File: config.mk
export PLATFORM = sky130hd
export DESIGN_NAME = spwm_generator_flat
export DESIGN_NICKNAME = d
export VERILOG_FILES = /design/src/rtl/spwm_generator_if.sv /design/src/rtl/spwm_generator.sv /design/src/flat_wrapper.sv
export SDC_FILE = /design/constraint.sdc
export NUM_CORES = 1
export LEC_CHECK = 0
export CELL_PAD_IN_SITES_DETAIL_PLACEMENT = 0
export CELL_PAD_IN_SITES_GLOBAL_PLACEMENT = 2
export CORE_MARGIN = 2
export CORE_UTILIZATION = 40
export CTS_BUF_LIST = sky130_fd_sc_hd__clkbuf_4 sky130_fd_sc_hd__clkbuf_8
export DETAILED_ROUTE_END_ITERATION = 8
export GPL_TIMING_DRIVEN = 0
export HOLD_SLACK_MARGIN = 0.08
export PLACE_DENSITY_LB_ADDON = 0.05
export SLEW_MARGIN = 25
export SYNTH_ARGS = -nofsm -noshare
export SYNTH_HDL_FRONTEND = slang
export SYNTH_SLANG_ARGS = --single-unit
File: constraint.sdc
create_clock -name clock -period 6 [get_ports clock]
set_input_delay 1.2 -clock clock [delete_from_list [all_inputs] [get_ports clock]]
set_output_delay 1.2 -clock clock [all_outputs]
set_load 0.02 [all_outputs]
File: src/rtl/spwm_generator_if.sv
// Bundle between the frequency selector and the SPWM generator: the selector
// supplies the per-quadrant tick count and phase increment, the generator
// returns the gate drives plus quadrant/magnitude status.
interface spwm_generator_if;
    logic [10:0] Ciclos_pwm;
    logic [16:0] Cte;
    logic        PWM_P;
    logic        PWM_N;
    logic [7:0]  Magnitud;
    logic [1:0]  Cuadrante;
    logic        Sync;

    // Upstream side: drives the step parameters, observes the generator.
    modport master (
        output Ciclos_pwm, Cte,
        input  PWM_P, PWM_N, Magnitud, Cuadrante, Sync
    );

    // Generator side: consumes the step parameters, drives the bridge outputs.
    modport slave (
        input  Ciclos_pwm, Cte,
        output PWM_P, PWM_N, Magnitud, Cuadrante, Sync
    );
endinterface

File: src/rtl/spwm_generator.sv
// Unipolar SPWM generator: steps a saturating quarter-wave phase through four
// quadrants, looks the magnitude up in a quarter-sine ROM and compares it with
// an 8-bit triangle carrier to produce the positive/negative gate drives.
module spwm_generator #(
    parameter int TICK_DIV    = 10000,
    parameter int CARRIER_DIV = 1,
    parameter int PHASE_MAX   = 9999
) (
    input  logic             clock,
    input  logic             reset,
    spwm_generator_if.slave  bus
);
    localparam int TW = (TICK_DIV > 1) ? $clog2(TICK_DIV) : 1;
    localparam int CW = (CARRIER_DIV > 1) ? $clog2(CARRIER_DIV) : 1;
    localparam logic [TW-1:0] TICK_LAST = TW'(TICK_DIV - 1);
    localparam logic [CW-1:0] CAR_LAST  = CW'(CARRIER_DIV - 1);
    localparam logic [16:0]   PH_MAX    = 17'(PHASE_MAX);

    // Quarter-sine table: entry i = round(255*sin(pi/2*min(i*128,9999)/9999)).
    function automatic logic [7:0] sine_rom(input logic [6:0] idx);
        logic [7:0] v;
        case (idx)
            7'd0:  v = 8'd0;   7'd1:  v = 8'd5;   7'd2:  v = 8'd10;  7'd3:  v = 8'd15;
            7'd4:  v = 8'd20;  7'd5:  v = 8'd26;  7'd6:  v = 8'd31;  7'd7:  v = 8'd36;
            7'd8:  v = 8'd41;  7'd9:  v = 8'd46;  7'd10: v = 8'd51;  7'd11: v = 8'd56;
            7'd12: v = 8'd61;  7'd13: v = 8'd66;  7'd14: v = 8'd71;  7'd15: v = 8'd76;
            7'd16: v = 8'd81;  7'd17: v = 8'd85;  7'd18: v = 8'd90;  7'd19: v = 8'd95;
            7'd20: v = 8'd100; 7'd21: v = 8'd105; 7'd22: v = 8'd109; 7'd23: v = 8'd114;
            7'd24: v = 8'd118; 7'd25: v = 8'd123; 7'd26: v = 8'd127; 7'd27: v = 8'd132;
            7'd28: v = 8'd136; 7'd29: v = 8'd140; 7'd30: v = 8'd145; 7'd31: v = 8'd149;
            7'd32: v = 8'd153; 7'd33: v = 8'd157; 7'd34: v = 8'd161; 7'd35: v = 8'd165;
            7'd36: v = 8'd169; 7'd37: v = 8'd173; 7'd38: v = 8'd176; 7'd39: v = 8'd180;
            7'd40: v = 8'd184; 7'd41: v = 8'd187; 7'd42: v = 8'd191; 7'd43: v = 8'd194;
            7'd44: v = 8'd197; 7'd45: v = 8'd201; 7'd46: v = 8'd204; 7'd47: v = 8'd207;
            7'd48: v = 8'd210; 7'd49: v = 8'd213; 7'd50: v = 8'd215; 7'd51: v = 8'd218;
            7'd52: v = 8'd221; 7'd53: v = 8'd223; 7'd54: v = 8'd226; 7'd55: v = 8'd228;
            7'd56: v = 8'd230; 7'd57: v = 8'd232; 7'd58: v = 8'd234; 7'd59: v = 8'd236;
            7'd60: v = 8'd238; 7'd61: v = 8'd240; 7'd62: v = 8'd242; 7'd63: v = 8'd243;
            7'd64: v = 8'd245; 7'd65: v = 8'd246; 7'd66: v = 8'd247; 7'd67: v = 8'd249;
            7'd68: v = 8'd250; 7'd69: v = 8'd251; 7'd70: v = 8'd252; 7'd71: v = 8'd252;
            7'd72: v = 8'd253; 7'd73: v = 8'd254; 7'd74: v = 8'd254; 7'd75: v = 8'd254;
            default: v = 8'd255;   // 76..79 and anything beyond sit at the crest
        endcase
        return v;
    endfunction

    logic [TW-1:0] r_tick_cnt;
    logic [10:0]   r_step;
    logic [16:0]   r_phase;
    logic [1:0]    r_quad;
    logic [10:0]   r_nq_sh;
    logic [16:0]   r_cte_sh;
    logic          r_sync;
    logic [7:0]    r_mag;
    logic [1:0]    r_cuad;
    logic [CW-1:0] r_car_cnt;
    logic [7:0]    r_carrier;
    logic          r_car_up;
    logic          r_pwm_p;
    logic          r_pwm_n;

    logic          w_tick;
    logic [10:0]   w_nq;
    logic          w_qend;
    logic [17:0]   w_sum;
    logic [16:0]   w_sat;
    logic [16:0]   w_fold;
    logic [6:0]    w_idx;
    logic          w_car_step;

    assign w_tick     = (r_tick_cnt == TICK_LAST);
    assign w_nq       = (r_nq_sh == 11'd0) ? 11'd1 : r_nq_sh;   // zero ticks would never end
    assign w_qend     = w_tick && (r_step == (w_nq - 11'd1));
    // 18-bit sum so a large increment saturates instead of wrapping.
    assign w_sum      = {1'b0, r_phase} + {1'b0, r_cte_sh};
    assign w_sat      = (w_sum > 18'(PHASE_MAX)) ? PH_MAX : w_sum[16:0];
    // Odd quadrants run the quarter-wave backwards.
    assign w_fold     = r_quad[0] ? (PH_MAX - r_phase) : r_phase;
    assign w_idx      = 7'(w_fold >> 7);
    assign w_car_step = (r_car_cnt == CAR_LAST);

    // Phase-step tick prescaler.
    always_ff @(posedge clock) begin
        if (reset) begin
            r_tick_cnt <= '0;
        end else if (w_tick) begin
            r_tick_cnt <= '0;
        end else begin
            r_tick_cnt <= r_tick_cnt + TW'(1);
        end
    end

    // Step counter, saturating phase accumulator, quadrant and shadow parameters.
    always_ff @(posedge clock) begin
        if (reset) begin
            r_step   <= 11'd0;
            r_phase  <= 17'd0;
            r_quad   <= 2'd0;
            r_nq_sh  <= bus.Ciclos_pwm;
            r_cte_sh <= bus.Cte;
        end else if (w_qend) begin
            r_step   <= 11'd0;
            r_phase  <= 17'd0;
            r_quad   <= r_quad + 2'd1;
            r_nq_sh  <= bus.Ciclos_pwm;
            r_cte_sh <= bus.Cte;
        end else if (w_tick) begin
            r_step   <= r_step + 11'd1;
            r_phase  <= w_sat;
        end else begin
            r_step   <= r_step;
            r_phase  <= r_phase;
        end
    end

    // One-clock period marker when quadrant 3 rolls over to quadrant 0.
    always_ff @(posedge clock) begin
        if (reset) begin
            r_sync <= 1'b0;
        end else begin
            r_sync <= w_qend && (r_quad == 2'd3);
        end
    end

    // Registered magnitude lookup with its quadrant kept alongside.
    always_ff @(posedge clock) begin
        if (reset) begin
            r_mag  <= 8'd0;
            r_cuad <= 2'd0;
        end else begin
            r_mag  <= sine_rom(w_idx);
            r_cuad <= r_quad;
        end
    end

    // Symmetric up/down triangle carrier; each extreme is held for one step.
    always_ff @(posedge clock) begin
        if (reset) begin
            r_car_cnt <= '0;
            r_carrier <= 8'd0;
            r_car_up  <= 1'b1;
        end else if (w_car_step) begin
            r_car_cnt <= '0;
            if (r_car_up) begin
                if (r_carrier == 8'd255) begin
                    r_carrier <= 8'd254;
                    r_car_up  <= 1'b0;
                end else begin
                    r_carrier <= r_carrier + 8'd1;
                end
            end else begin
                if (r_carrier == 8'd0) begin
                    r_carrier <= 8'd1;
                    r_car_up  <= 1'b1;
                end else begin
                    r_carrier <= r_carrier - 8'd1;
                end
            end
        end else begin
            r_car_cnt <= r_car_cnt + CW'(1);
        end
    end

    // Gate drive compare; quadrant MSB picks the half-cycle so both never fire.
    always_ff @(posedge clock) begin
        if (reset) begin
            r_pwm_p <= 1'b0;
            r_pwm_n <= 1'b0;
        end else begin
            r_pwm_p <= ~r_cuad[1] && (r_mag > r_carrier);
            r_pwm_n <=  r_cuad[1] && (r_mag > r_carrier);
        end
    end

    assign bus.PWM_P     = r_pwm_p;
    assign bus.PWM_N     = r_pwm_n;
    assign bus.Magnitud  = r_mag;
    assign bus.Cuadrante = r_cuad;
    assign bus.Sync      = r_sync;
endmodule
File: src/flat_wrapper.sv
// flat-port wrapper written by rule: the top's interface ports become plain ports
module spwm_generator_flat 
#(
    parameter int TICK_DIV    = 10000,
    parameter int CARRIER_DIV = 1,
    parameter int PHASE_MAX   = 9999
)
  (clock, reset, bus_Ciclos_pwm, bus_Cte, bus_PWM_P, bus_PWM_N, bus_Magnitud, bus_Cuadrante, bus_Sync);
  spwm_generator_if bus_i ();
  input  logic clock;
  input  logic reset;
  input wire logic [$bits(bus_i.Ciclos_pwm)-1:0] bus_Ciclos_pwm;
  input wire logic [$bits(bus_i.Cte)-1:0] bus_Cte;
  output wire logic [$bits(bus_i.PWM_P)-1:0] bus_PWM_P;
  output wire logic [$bits(bus_i.PWM_N)-1:0] bus_PWM_N;
  output wire logic [$bits(bus_i.Magnitud)-1:0] bus_Magnitud;
  output wire logic [$bits(bus_i.Cuadrante)-1:0] bus_Cuadrante;
  output wire logic [$bits(bus_i.Sync)-1:0] bus_Sync;
  assign bus_i.Ciclos_pwm = bus_Ciclos_pwm;
  assign bus_i.Cte = bus_Cte;
  assign bus_PWM_P = bus_i.PWM_P;
  assign bus_PWM_N = bus_i.PWM_N;
  assign bus_Magnitud = bus_i.Magnitud;
  assign bus_Cuadrante = bus_i.Cuadrante;
  assign bus_Sync = bus_i.Sync;
  spwm_generator #(.TICK_DIV(TICK_DIV), .CARRIER_DIV(CARRIER_DIV), .PHASE_MAX(PHASE_MAX)) u_core (.clock(clock), .reset(reset), .bus(bus_i));
endmodule
==> metrics.md, run 1 <==
| Metric | Value |
|---|---|
| Outcome | completed |
| Worst-Margin Slew | 0.8595 ns |
| Post-DP HPWL | 14330 microns |
| P_leak | 2.741 nW |
| Min-Delay Endpoint | u_core.bus.PWM_P$_SDFF_PP0_ |
| Clock Power Share | 0.333 |
| Net count after synthesis | 914 |
| Req. time, crit path | 6.29 ns |
| Multi-input gate area | 4309 sq um |
| Final setup vio count | 0 |
| Via count | 6417 |
| Yosys top cell area share | 0.1967 |
| Total wire length | 19190 microns |
| Total setup buffers inserted after CTS | 0 |
| Clock root buffer | clkbuf_8 |
| Final hold violations | 0 |
| Clock Skews | 0.02043 ns |
| Reg2reg start | u_core.r_phase[7]$_SDFFE_PP0P_ |
| Worst Setup Start Kind | flip-flop |
| Pwr Density | 159.4 nW/um^2 |
| Overflow after GRT | 0 |
| IO Pins | 43 |
| CTS Hold Bufs | 0 |
| # DRC | 0 |
| Logic gate share of total power | 0.095 |
| Reg clk slew, reported paths | 0.11 ns |
| Initial antenna violation count | 0 |
| Die area | 18110 sq um |
| Die Wd | 134.6 microns |
| Flops & latches, synth | 95 |
| Nets | 966 |
| Initial core utilization | 0.4097 |
| Arr. time, crit path | 5.00 ns |
| Syn-to-layout area delta | 12.64% |
| Die height | 134.6 microns |
| Hold Crit Start | u_core.bus.Cuadrante[1]$_SDFF_PP0_ |
| Cell Rows | 47 |
| Global-route wire length before repair | 30910 microns |
| Routed Antenna Nets | 0 |
| Vias in the first global route | 6047 |
| Routed len/inst | 17.16 microns |
| Slew Viols, Final | 0 |
| FF-to-FF End | u_core.bus.Magnitud[0]$_SDFF_PP0_ |
| Worst-Skew Late Latency | 0.40 ns |
| Post-Place Cells | 1102 |
| N_diodes | 0 |
| H-tree depth reported by CTS | 3 |
| Post-place setup slack | 1.387 ns |
| Cell depth of the worst flop-to-flop path | 13 |
| MaxCap Viol Count | 0 |
| Layout fillers | 1648 |
| Number of flops mapped to enable cells by yosys | 28 |
| Hold depth | 1 |
| Synth Area per Inst | 8.107 sq um |
| Iter 0 DRT Violations | 534 |
| VDD IR max | 0.1788 mV |
| Slew Limit Headroom | 0.4229 |
| Switch share | 0.2692 |
| Setup CP Type | reg -> reg |
| Sequential share of the synthesized area | 0.3201 |
| Crit path time final | 4.719 ns |
| Number of vias per cell | 5.740 |
| Setup TNS | 0 ns |
| CORE AREA | 16640 sq um |
| R2R setup slack | 1.28 ns |
| Pwr Total | 1.224 mW |
| Int Power | 0.8944 mW |
| DR pass1 iterations | 5 |
| Max Root-Sink Buffers | 2 |
| Setup ws final | 1.281 ns |
| Final GP Congestion | 0.8900 |
| Sw Pwr | 0.3295 mW |
| Cts bufs inserted | 9 |
| Final Cycle Share | 0.7864 |
| Clock Sinks | 95 |
| Pin count of the biggest net entering global routing | 38 |
| Maximum clock rate | 211.9 MHz |
| Total Routing Usage GR | 0.2138 |
| Top FF cell, synth | dfxtp_1 |
| Fraction of registers with async set/reset | 0 |
| Ratio of cells with drive above 1 in the final layout | 0.03898 |
| Worst Hold Class | reg -> reg |
| Sequential Area | 2182 sq um |
| Crit path max fanout | 10 |
| CTS tree | built |
| Cells after Synth | 841 |
| Finished Layout Cells | 1118 |
| Synth cell types | 81 |
| Post-synthesis cell area | 6818 sq um |
| YS warnings | 0 |
| Share of power burned in registers | 0.572 |
| Post-CTS Resized | 0 |
| Crit. Startpoint | u_core.r_phase[7]$_SDFFE_PP0P_ |
| Synth top area cells | dfxtp_1 20%, edfxtp_1 12%, ha_1 7.7% |
| Crit. End Element | flip-flop |
| Area leader, netlist | dfxtp_1 |
| RSZ-0062 raised after global routing | false |
| PortBufs | 41 |
## cell families (layout without fill, tap and decap cells)
kind of cell,count (synthesis),after routing,synth area share
adder cells (fa/ha/maj),44,44,0.08148
AND/OR/NAND/NOR,305,305,0.2254
multiplexers,5,5,0.007341
AO/OA/AOI/OAI,254,254,0.2428
flip-flops,95,95,0.3201
other,1,1,0.0005500
XOR/XNOR,58,58,0.07451
buffers and inverters,79,136,0.04790
## synth_stat cells, drive strengths merged, types with 12 or more instances
cell type	n
nor2	90
a21oi	69
dfxtp	67
nand2	64
o21ai	57
clkbuf	45
ha	42
nand3	35
xnor2	32
edfxtp	28
xor2	26
inv	22
nor3	17
a31oi	15
o211ai	15
a211oi	14
nor2b	13
nand4	12
nor4	12
## per-stage QoR
step                hold slack, ns  utilization  instance area [sq um]
finish                      0.4446       0.4615                   7680
global route                0.4643       0.4615                   7680
CTS                         0.4476       0.4615                   7680
detailed placement          0.4303       0.4509                   7503
global placement            0.4266       0.4509                   7503
floorplan                   0.4132            -                   6818
## worst max-delay path, stage by stage, from the launching register on
cell and delay [ns]:
dfxtp_1 0.35, clkbuf_1 0.24, nor4_1 0.69, nand2_1 0.38
xnor2_1 0.78, inv_1 0.38, ha_1 0.32, clkbuf_1 0.22
o21ai_0 0.20, nor3_1 0.06, a31oi_1 0.26, a21oi_1 0.11
a311oi_1 0.31, nor4bb_1 0.33
## cell usage in the layout (no fill, tap or decap), types with 4 or more instances in the layout
cell type        Yosys  layout
o211a_1              4       4
a211oi_1            14      14
inv_1               22      22
nor3b_1              7       7
a21oi_1             69      69
or3_1                6       6
and2_1               8       8
nor3_1              17      17
nand3_1             35      35
nor4_1              10      10
nor2b_1             13      13
ha_1                42      42
clkbuf_1            45      45
o31ai_1              4       4
nand2_1             64      64
xor2_1              26      26
o21ai_0             56      56
buf_2                5       5
o22ai_1              8       8
nor2_1              89      89
clkbuf_8             0       9
a21o_1              10      10
dfxtp_1             67      67
o211ai_1            15      15
a31oi_1             15      15
nand2b_1            10      10
clkdlybuf4s50_1      0      41
and3_1              11      11
xnor2_1             32      32
mux2i_1              5       5
edfxtp_1            28      28
nand4_1             12      12
o21a_1              10      10
## metal layers
layer,global-route usage,vias up,wire length (microns)
met5,0,-,0
met4,0.06842,0,329
met3,0.03566,26,909
met2,0.3503,206,8836
met1,0.2881,2997,9113
li1,-,3188,-
## worst max path at each step
| stage | end | slack [ns] | cells past startpoint |
|---|---|---|---|
| after floorplan | u_core.r_cte_sh[0]$_DFFE_PP_ | 2.19 | 13 |
| after global placement | u_core.bus.Magnitud[0]$_SDFF_PP0_ | 1.31 | 13 |
| after detailed placement | u_core.bus.Magnitud[0]$_SDFF_PP0_ | 1.39 | 13 |
| after CTS | u_core.bus.Magnitud[0]$_SDFF_PP0_ | 1.36 | 13 |
| after global routing | u_core.bus.Magnitud[0]$_SDFF_PP0_ | 0.98 | 13 |
| final | u_core.bus.Magnitud[0]$_SDFF_PP0_ | 1.28 | 13 |
## layout make-up
class                   instances  area share
plain buffers                  56     0.03063
inverters                      23     0.01189
clock buffers                   9     0.01613
multi-input cells             667      0.5611
clock inverters                 7    0.006843
flip-flops and latches         95      0.2841
well taps                     220     0.03584
repair buffers                 41     0.05344
## power groups by stage
stage / combinational [mW] / sequential (mW) / clock (mW)
after global placement: 0.116 / 0.714 / 0
after global routing: 0.130 / 0.703 / 0.445
final: 0.117 / 0.700 / 0.407
after floorplan: 0.0767 / 0.711 / 0
after detailed placement: 0.117 / 0.715 / 0
after CTS: 0.117 / 0.700 / 0.419
## registers in the layout (all words and copies together) (netlist names)
name / count
u_core.r_quad: 2
u_core.r_car_cnt: 1
u_core.bus.Sync: 1
u_core.r_phase: 17
u_core.r_nq_sh: 11
u_core.bus.Magnitud: 8
u_core.bus.Cuadrante: 2
u_core.bus.PWM_P: 1
u_core.bus.PWM_N: 1
u_core.r_car_up: 1
u_core.r_carrier: 8
u_core.r_cte_sh: 17
u_core.r_tick_cnt: 14
u_core.r_step: 11
No activity file was read; power rests on OpenSTA's default activity.
==> run 2, diff against run 1 <==
--- a/config.mk
+++ b/config.mk
@@ -8,7 +8,7 @@
 export CELL_PAD_IN_SITES_DETAIL_PLACEMENT = 0
 export CELL_PAD_IN_SITES_GLOBAL_PLACEMENT = 2
 export CORE_MARGIN = 2
-export CORE_UTILIZATION = 40
+export CORE_UTILIZATION = 34
 export CTS_BUF_LIST = sky130_fd_sc_hd__clkbuf_4 sky130_fd_sc_hd__clkbuf_8
 export DETAILED_ROUTE_END_ITERATION = 8
 export GPL_TIMING_DRIVEN = 0
==> constraint.sdc (replaced) <==
create_clock -name clock -period 4.3 [get_ports clock]
set_input_delay 0.86 -clock clock [delete_from_list [all_inputs] [get_ports clock]]
set_output_delay 0.86 -clock clock [all_outputs]
set_load 0.02 [all_outputs]
==> metrics.md, run 2 (synthesis results as in run 1) <==
| Metric | Value |
|---|---|
| Setup ws final | 0.3520 ns |
| Routed Antenna Nets | 0 |
| Final hold violations | 0 |
| MaxCap Viol Count | 0 |
| CP cell instances | clkbuf_1, nor4_2, nand2_1, xnor2_4, inv_1, ha_1, clkbuf_1, o21ai_0, nor3_1, a31oi_1, a21oi_1, a311oi_1, nor4bb_1 |
| Arr. time, crit path | 4.21 ns |
| Post-place setup slack | -0.3078 ns |
| Via count | 6434 |
| Die area | 21200 sq um |
| Most frequent cells in the layout | 89 x nor2_1, 69 x a21oi_1, 67 x dfxtp_1 |
| Final Cycle Share | 0.9181 |
| Slew Limit Headroom | 0.4564 |
| WP buf/inv | 3 |
| Pwr Density | 229.2 nW/um^2 |
| Nets | 965 |
| Cts bufs inserted | 9 |
| Syn-to-layout area delta | 14.46% |
| Crit path max fanout | 10 |
| # DRC | 0 |
| Worst-Margin Slew | 0.8079 ns |
| Pin count of the biggest net entering global routing | 46 |
| Ratio of cells with drive above 1 in the final layout | 0.04125 |
| Die height | 145.6 microns |
| CTS tree | built |
| IO Pins | 43 |
| R2R setup slack | 0.35 ns |
| Sequential Area | 2182 sq um |
| Worst Setup Start Kind | flip-flop |
| H-tree depth reported by CTS | 3 |
| Post-DP HPWL | 14840 microns |
| PortBufs | 41 |
| Iter 0 DRT Violations | 461 |
| Number of vias per cell | 5.537 |
| Global-route wire length before repair | 32210 microns |
| Req. time, crit path | 4.56 ns |
| Initial core utilization | 0.3480 |
| RSZ-0062 raised after global routing | false |
| CP peak stage delay | 0.41 ns |
| Cell Rows | 51 |
| Worst-Skew Late Latency | 0.39 ns |
| CORE AREA | 19590 sq um |
| Vias in the first global route | 6108 |
| Most Frequent Cell on Critical Path | clkbuf_1 |
| Final setup vio count | 0 |
| Maximum clock rate | 253.3 MHz |
| Reg clk slew, reported paths | 0.11 ns |
| Initial antenna violation count | 0 |
| Total wire length | 19520 microns |
| Clock Sinks | 95 |
| Slew Viols, Final | 0 |
| Clock root buffer | clkbuf_8 |
| P_leak | 2.760 nW |
| Multi-input gate area | 4339 sq um |
| Clock Skews | 0.01668 ns |
| Largest registers | u_core.r_cte_sh (17), u_core.r_phase (17), u_core.r_tick_cnt (14) |
| Worst Hold Class | reg -> reg |
| Layout fillers | 2002 |
| Overflow after GRT | 0 |
| Outcome | completed |
| Setup CP Type | reg -> reg |
| Hold_ws | 0.4347 ns |
| Family with the most delay on the worst path | simple AND/OR/NAND/NOR gates |
| Routed len/inst | 16.79 microns |
| Crit. End Element | flip-flop |
| Final GP Congestion | 0.8603 |
| VDD IR max | 0.1568 mV |
| DR pass1 iterations | 5 |
| N_diodes | 0 |
| Commonest non-fill, non-tap cell in the layout | nor2_1 |
| Total Routing Usage GR | 0.1852 |
| Die Wd | 145.6 microns |
| Crit path time final | 3.948 ns |
| Slowest CP cell | nor4_2 |
| Max Root-Sink Buffers | 2 |
run 2: cell count changes in the layout (fill, tap and decap cells not counted), sizes merged:
cell      previous run  this run
buf                 11        10
bufinv               0         1
clkbuf              54        56
clkinv               4         2
clkinvlp             0         1
inv                 26        24
run 2: path summary, 6_finish.rpt:
kind / start / endpoint / cells past startpoint
setup reg to reg: u_core.r_phase[7]$_SDFFE_PP0P_ / u_core.bus.Magnitud[0]$_SDFF_PP0_ / 13
setup / recovery: u_core.r_phase[7]$_SDFFE_PP0P_ / u_core.bus.Magnitud[0]$_SDFF_PP0_ / 13
hold reg to reg: u_core.bus.Cuadrante[1]$_SDFF_PP0_ / u_core.bus.PWM_P$_SDFF_PP0_ / 1
hold / removal: u_core.bus.Cuadrante[1]$_SDFF_PP0_ / u_core.bus.PWM_P$_SDFF_PP0_ / 1
run 2: final cells by class:
class	count	area share
Tap cell	265	0.04249
Clock inverter	5	0.008498
Multi-Input combinational cell	667	0.5560
Buffer	55	0.02950
Sequential cell	95	0.2796
Clock buffer	11	0.01860
Inverter	23	0.01267
Timing Repair Buffer	41	0.05259
run 2: report_power, final:
part           switching [mW]  internal (mW)
Combinational          0.0879         0.0769
Sequential             0.0227          0.954
Clock                   0.349          0.299
run 2: repair_timing:
item / 4_1_cts / 5_1_grt
hold endpoints to repair: 0 / 0
buffers inserted: 0 / 0
resized for setup: 1 / 5
endpoints found under the setup margin: 41 / 9
gates cloned: 0 / 0
hold buffers: 0 / 0
run 2: worst register-to-register path, stage by stage (launching register included):
cell and delay (ns):
dfxtp_1 0.36, clkbuf_1 0.26, nor4_2 0.41, nand2_1 0.37, xnor2_4 0.39, inv_1 0.25
ha_1 0.27, clkbuf_1 0.22, o21ai_0 0.20, nor3_1 0.06, a31oi_1 0.27, a21oi_1 0.10
a311oi_1 0.29, nor4bb_1 0.39
run 2: metal layers:
layer  routed length, microns  GRT usage
met2                     9078     0.2993
met4                      347    0.05637
met1                     9218     0.2554
met3                      871    0.02853
met5                        0          0
run 2: per-stage QoR:
step | setup TNS (ns) | std cells | instance area (sq um) | util | total power [mW]
after floorplan | 0 | 841 | 6818 | - | 1.099
after global placement | -4.164 | 1147 | 7560 | 0.3859 | 1.160
after detailed placement | -5.702 | 1147 | 7560 | 0.3859 | 1.164
after CTS | 0 | 1162 | 7774 | 0.3968 | 1.816
after global routing | 0 | 1162 | 7804 | 0.3984 | 1.871
final | 0 | 1162 | 7804 | 0.3984 | 1.789
